--- config.mk ---
export PLATFORM = sky130hd
export DESIGN_NAME = instr_fetch
export DESIGN_NICKNAME = d
export VERILOG_FILES = /design/src/rtl/scc_pkg.sv /design/src/rtl/fetch_fifo.sv /design/src/rtl/instr_fetch.sv
export SDC_FILE = /design/constraint.sdc
export NUM_CORES = 1
export LEC_CHECK = 0
export CAP_MARGIN = 20
export CORE_ASPECT_RATIO = 0.75
export CORE_MARGIN = 4
export CORE_UTILIZATION = 50
export CTS_BUF_LIST = sky130_fd_sc_hd__clkbuf_2 sky130_fd_sc_hd__clkbuf_4 sky130_fd_sc_hd__clkbuf_8
export DETAILED_ROUTE_END_ITERATION = 8
export GPL_ROUTABILITY_DRIVEN = 0
export PLACE_DENSITY = 0.86
export SYNTH_ARGS = -nofsm -noshare
export SYNTH_HDL_FRONTEND = slang
export SYNTH_SLANG_ARGS = --single-unit
--- constraint.sdc ---
create_clock -name clk -period 4.4 [get_ports clk]
set_clock_uncertainty 0.15 [all_clocks]
set_input_delay 0.88 -clock clk [delete_from_list [all_inputs] [get_ports clk]]
set_output_delay 0.88 -clock clk [all_outputs]
set_load 0.05 [all_outputs]
--- src/rtl/scc_pkg.sv ---
// rtl/scc_pkg.sv - shared SCC core types and constants used by the fetch unit
package scc_pkg;

   localparam int          INSTR_W          = 32;
   localparam logic [31:0] PC_INC           = 32'd4;
   localparam logic [31:0] RESET_PC_DEFAULT = 32'h0000_0000;

   typedef enum logic [1:0] {
      IDLE,
      WAIT,
      DISCARD
   } fetch_state_t;

   typedef struct packed {
      logic [31:0]        pc;
      logic [INSTR_W-1:0] instr;
   } fetch_entry_t;

endpackage

--- src/rtl/fetch_fifo.sv ---
// rtl/fetch_fifo.sv - DEPTH-entry prefetch FIFO with a registered head entry
module fetch_fifo
   import scc_pkg::*;
#(
   parameter int DEPTH = 2,
   localparam int CW = $clog2(DEPTH + 1)
) (
   input  logic          clk,
   input  logic          rst,
   input  logic          push,
   input  fetch_entry_t  data,
   input  logic          pop,
   input  logic          flush,
   output fetch_entry_t  head,
   output logic          valid,
   output logic [CW-1:0] count
);

   localparam int IW = (DEPTH > 1) ? $clog2(DEPTH) : 1;

   fetch_entry_t  ent [DEPTH];
   logic          do_pop;
   logic [CW-1:0] count_next;
   logic [IW-1:0] wr_idx;

   assign do_pop     = pop & valid;
   assign wr_idx     = IW'(count - CW'(do_pop));
   assign count_next = count + CW'(push) - CW'(do_pop);
   assign head       = ent[0];

   // Entry 0 is the head; a pop shifts live entries down so the head stays a flop.
   always_ff @(posedge clk) begin
      if (rst) begin
         count <= '0;
         valid <= 1'b0;
         for (int i = 0; i < DEPTH; i++) ent[i] <= '0;
      end else if (flush) begin
         count <= '0;
         valid <= 1'b0;
      end else begin
         if (do_pop) begin
            for (int i = 0; i < DEPTH - 1; i++) begin
               if (CW'(i + 1) < count) ent[i] <= ent[i + 1];
            end
         end
         if (push) ent[wr_idx] <= data;
         count <= count_next;
         valid <= (count_next != '0);
      end
   end

endmodule

--- src/rtl/instr_fetch.sv ---
// rtl/instr_fetch.sv - PC, fetch FSM and imem request port feeding the decoder
module instr_fetch
   import scc_pkg::*;
#(
   parameter logic [31:0] RESET_PC = RESET_PC_DEFAULT,
   parameter int          DEPTH    = 2
) (
   input  logic               clk,
   input  logic               rst,
   output logic               imem_req,
   output logic [31:0]        imem_addr,
   input  logic               imem_ack,
   input  logic [INSTR_W-1:0] imem_rdata,
   input  logic               redirect,
   input  logic [31:0]        redirect_pc,
   output logic [INSTR_W-1:0] instruction,
   output logic [31:0]        instr_pc,
   output logic               instr_valid,
   input  logic               instr_ready
);

   localparam int CW = $clog2(DEPTH + 1);
   localparam int OW = CW + 1;

   fetch_state_t  state;
   logic [31:0]   pc;
   logic [31:0]   pc_inc;
   logic [31:0]   new_pc;
   logic          push;
   logic          pop;
   logic          room;
   logic [CW-1:0] count;
   logic [OW-1:0] occ_next;
   fetch_entry_t  head;

   assign new_pc      = {redirect_pc[31:2], 2'b00};
   assign pc_inc      = pc + PC_INC;
   assign pop         = instr_valid & instr_ready;
   assign push        = (state == WAIT) & imem_ack & ~redirect;
   assign occ_next    = OW'(count) + OW'(push) - OW'(pop);
   assign room        = occ_next < OW'(DEPTH);
   assign instruction = head.instr;
   assign instr_pc    = head.pc;

   fetch_fifo #(.DEPTH(DEPTH)) u_fifo (
      .clk   (clk),
      .rst   (rst),
      .push  (push),
      .data  ('{pc: pc, instr: imem_rdata}),
      .pop   (pop),
      .flush (redirect),
      .head  (head),
      .valid (instr_valid),
      .count (count)
   );

   always_ff @(posedge clk) begin
      if (rst) begin
         state     <= IDLE;
         pc        <= RESET_PC;
         imem_req  <= 1'b0;
         imem_addr <= RESET_PC;
      end else begin
         case (state)
            IDLE: begin
               if (redirect) begin
                  pc        <= new_pc;
                  state     <= WAIT;
                  imem_req  <= 1'b1;
                  imem_addr <= new_pc;
               end else if (room) begin
                  state     <= WAIT;
                  imem_req  <= 1'b1;
                  imem_addr <= pc;
               end
            end
            WAIT, DISCARD: begin
               if (redirect && imem_ack) begin
                  pc        <= new_pc;
                  state     <= WAIT;
                  imem_req  <= 1'b1;
                  imem_addr <= new_pc;
               end else if (redirect) begin
                  // The in-flight request must complete at its old address before refetching.
                  pc    <= new_pc;
                  state <= DISCARD;
               end else if (imem_ack) begin
                  if (state == WAIT) begin
                     pc        <= pc_inc;
                     imem_addr <= pc_inc;
                     state     <= room ? WAIT : IDLE;
                     imem_req  <= room;
                  end else begin
                     imem_addr <= pc;
                     state     <= room ? WAIT : IDLE;
                     imem_req  <= room;
                  end
               end
            end
            default: begin
               state    <= IDLE;
               imem_req <= 1'b0;
            end
         endcase
      end
   end

endmodule

==> results by group <==
Place
  • Placed cell areas: roughly 0.011 mm²
  • DP Wirelength: around 17000 µm
  • IO Port Bufs: ~160

Finish
  • FF+latch area: 0.00509 mm²
  • Multi-input logic area: ~0.0040 mm²
  • Final instance area: around 0.012 mm²
  • Net count, final: between 1000 and 1500
  • # diodes: 0
  • FILL cells: roughly 1500
  • Area delta synth->final: 24.0%
  • Commonest non-fill, non-tap cells in the layout: 162 x clkdlybuf4s50_1, 125 x edfxtp_1, 78 x nand2_1
  • Fraction of layout cells with a size suffix above 1: 0.0793
  • Commonest non-fill, non-tap cell in the layout: clkdlybuf4s50_1

Drt
  • Wirelength, routed: between 20000 and 30000 µm
  • DR pass1 iterations: 6
  • Vias: 7985
  • Wirelength per Cell: approximately 20 µm
  • DR iter-0 viols: approximately 1100
  • DR vias/cell: roughly 6
  • DRC: 0
  • Post-DRT Antenna Nets: 0

Worst setup path
  • R2r startpoint: state[0]$_SDFFE_PP0P_
  • R2R Setup Slk: approximately 0.74 ns
  • Worst reg2reg path depth: 10
  • Req. time, crit path: 4.61 ns
  • Crit start category: input pin
  • Reg-to-Reg End: imem_addr[30]$_SDFFE_PP0P_
  • CP endpoint kind: flip-flop
  • CP Class: in2reg
  • Worst Path Max Fanout: 16
  • Crit path DAT: between 3 and 4 ns

Clock tree
  • CTS buffer count: 17
  • CTS tree: built
  • H-tree depth: 4
  • Setup Buffers After CTS: 0
  • Clock transition at the registers of the reported paths: around 0.11 ns
  • Clock buffer depth: 2
  • Clock sink count: between 150 and 200
  • Worst skew pair latency: about 0.47 ns
  • Clk root buf: clkbuf_8
  • Hold_buf cts: 0
  • PostCTS Resize Cnt: 0

Timing
  • RSZ-0062 raised after global routing: false
  • Fmax: ~270 MHz
  • Setup TNS: 0 ns
  • Final setup violation count: 0
  • Fin crit share: 0.834
  • Hold Vio Cnt, Final: 0
  • Max-slew violations: 0
  • Rel. slew slack: 0.485
  • Worst slew pin tran: a little under 0.8 ns
  • Min Clock Period, post-route: between 3 and 4 ns

Logic synthesis
  • Asr flop ratio synth: 0
  • Post-synth top flop: edfxtp_1
  • Avg Inst Size Synth: just over 10 µm²
  • Yosys cell types: 66
  • Yosys reg bits: around 190
  • Synth Instances: slightly above 900
  • Synth warn: 0
  • Post-synth EDFFs: approximately 130
  • Syn nets: ~1000
  • Post-Syn Area: between 0.009 and 0.01 mm²
  • Sequential element share of the synthesized area: 0.534

Global route
  • Initial antenna violation count: 1
  • Grt ovf: 0
  • Largest net degree at the start of global routing: 66
  • Tot GR Track Use: 0.232
  • Vias in the first global route: ~7200
  • Global-route wire length before repair: approximately 40000 µm

Pwr
  • VDD IR max: around 0.00029 V
  • Power per cell area: 394 mW/mm²
  • Leak Pwr: between 4 and 5 nW

Floorplanning
  • Die boundary height: 128 µm
  • Row count: 43
  • Initial Utilization: 0.512
  • DIE WIDTH: ~170 µm
  • Boundary pin count: 167
  • Die area: 0.0214 mm²
  • CORE AREA: about 0.019 mm²

Hold path
  • HP Class: reg2reg
  • Worst Hold End: imem_addr[3]$_SDFFE_PP0P_
  • Hold path cells: 2
  • Worst hold start: imem_addr[3]$_SDFFE_PP0P_

Outcome
  • Status: complete, no violations

Run
  • Max-Cap Viols: 0
kinds of logic after synthesis:
group	after synthesis	share of synthesized area
buffers and inverters	105	0.0447
DFF	192	0.534
and+or+nand+nor	326	0.181
AOI/OAI and AO/OA	263	0.199
muxes	15	0.0167
xor gates and xnor gates	14	0.0129
adders and majority gates	8	0.0113
other	1	0.000393
registers in the layout, summed over array words and instances (netlist names):
register / flops
imem_addr: 31
imem_req: 1
pc: 30
state: 2
u_fifo.count: 2
u_fifo.ent: 125
u_fifo.valid: 1
area by class of cell:
class | count | share of cell area
timing repair buffer | 191 | 0.159
clock buffer | 17 | 0.0198
clock inverter | 15 | 0.0170
tap | 247 | 0.0261
sequential | 192 | 0.431
inverter | 17 | 0.00539
multi-input combinational | 627 | 0.342
worst max-delay path by stage:
stage                                from                         end  cells after the start
global placement              instr_ready  imem_addr[18]$_SDFFE_PP0P_                     10
detailed placement            instr_ready  imem_addr[29]$_SDFFE_PP0P_                     11
CTS                           instr_ready  imem_addr[30]$_SDFFE_PP0P_                     11
floorplan                     instr_ready  u_fifo.ent[0][0]$_DFFE_PP_                      5
finish                        instr_ready  imem_addr[30]$_SDFFE_PP0P_                     11
global route        state[0]$_SDFFE_PP0P_  imem_addr[29]$_SDFFE_PP0P_                     10
metrics by stage:
| step | setup WS [ns] | cells | utilization | total power, mW | hold WS, ns |
|---|---|---|---|---|---|
| 3_3_place_gp | 0.360 | 1274 | 0.612 | 3.42 | 0.293 |
| 3_5_place_dp | 0.315 | 1274 | 0.612 | 3.45 | 0.303 |
| 4_1_cts | 0.790 | 1306 | 0.636 | 4.67 | 0.318 |
| 2_1_floorplan | 0.415 | 924 | - | 3.00 | 0.330 |
| 5_1_grt | 0.356 | 1306 | 0.636 | 4.85 | 0.330 |
| 6_report | 0.730 | 1306 | 0.636 | 4.66 | 0.315 |
power breakdown:
part	internal (mW)	switching [mW]	leakage (nW)
logic	0.435	0.784	2.19
registers	2.06	0.145	1.85
clock network	0.498	0.740	0.215
critical path, cell delays in order:
cell and delay [ns]:
clkdlybuf4s50_1 0.39, and2_1 0.15, ha_1 0.33, nor3_1 0.08, fa_1 0.43, xor2_1 0.19, a21oi_1 0.38, or2_2 0.33
buf_4 0.28, o22ai_1 0.12, a221oi_1 0.31
cells in the mapped netlist (7+ instances only):
master,n,area (µm²)
a311oi_1,11,96.3
nor3_1,13,65.1
o21ai_0,37,185
dfxtp_1,67,1340
a22o_1,66,578
edfxtp_1,125,3750
mux2_2,7,78.8
o31ai_1,9,67.6
a211oi_1,12,90.1
a31oi_1,9,56.3
clkbuf_1,69,259
a21oi_1,48,240
xor2_1,9,78.8
nor2_1,64,240
o22ai_1,8,50.1
nand3b_1,7,52.6
mux2i_1,8,80.1
ha_1,7,87.6
a221oi_1,9,78.8
nand2_1,78,293
inv_1,17,63.8
nor3b_1,8,60.1
nand3_1,19,95.1
nor4_1,16,100
buf_2,11,55.1
nand2b_1,11,68.8
and3_1,9,56.3
and2_1,67,419
layer usage:
metal / vias to the layer above / share of wire / GRT usage
li1: 3701 / - / -
met1: 3739 / 0.42 / 0.331
met2: 492 / 0.44 / 0.355
met3: 53 / 0.11 / 0.0535
met4: 0 / 0.022 / 0.0687
met5: - / 0 / 0
(Power assumes the default switching activity.)
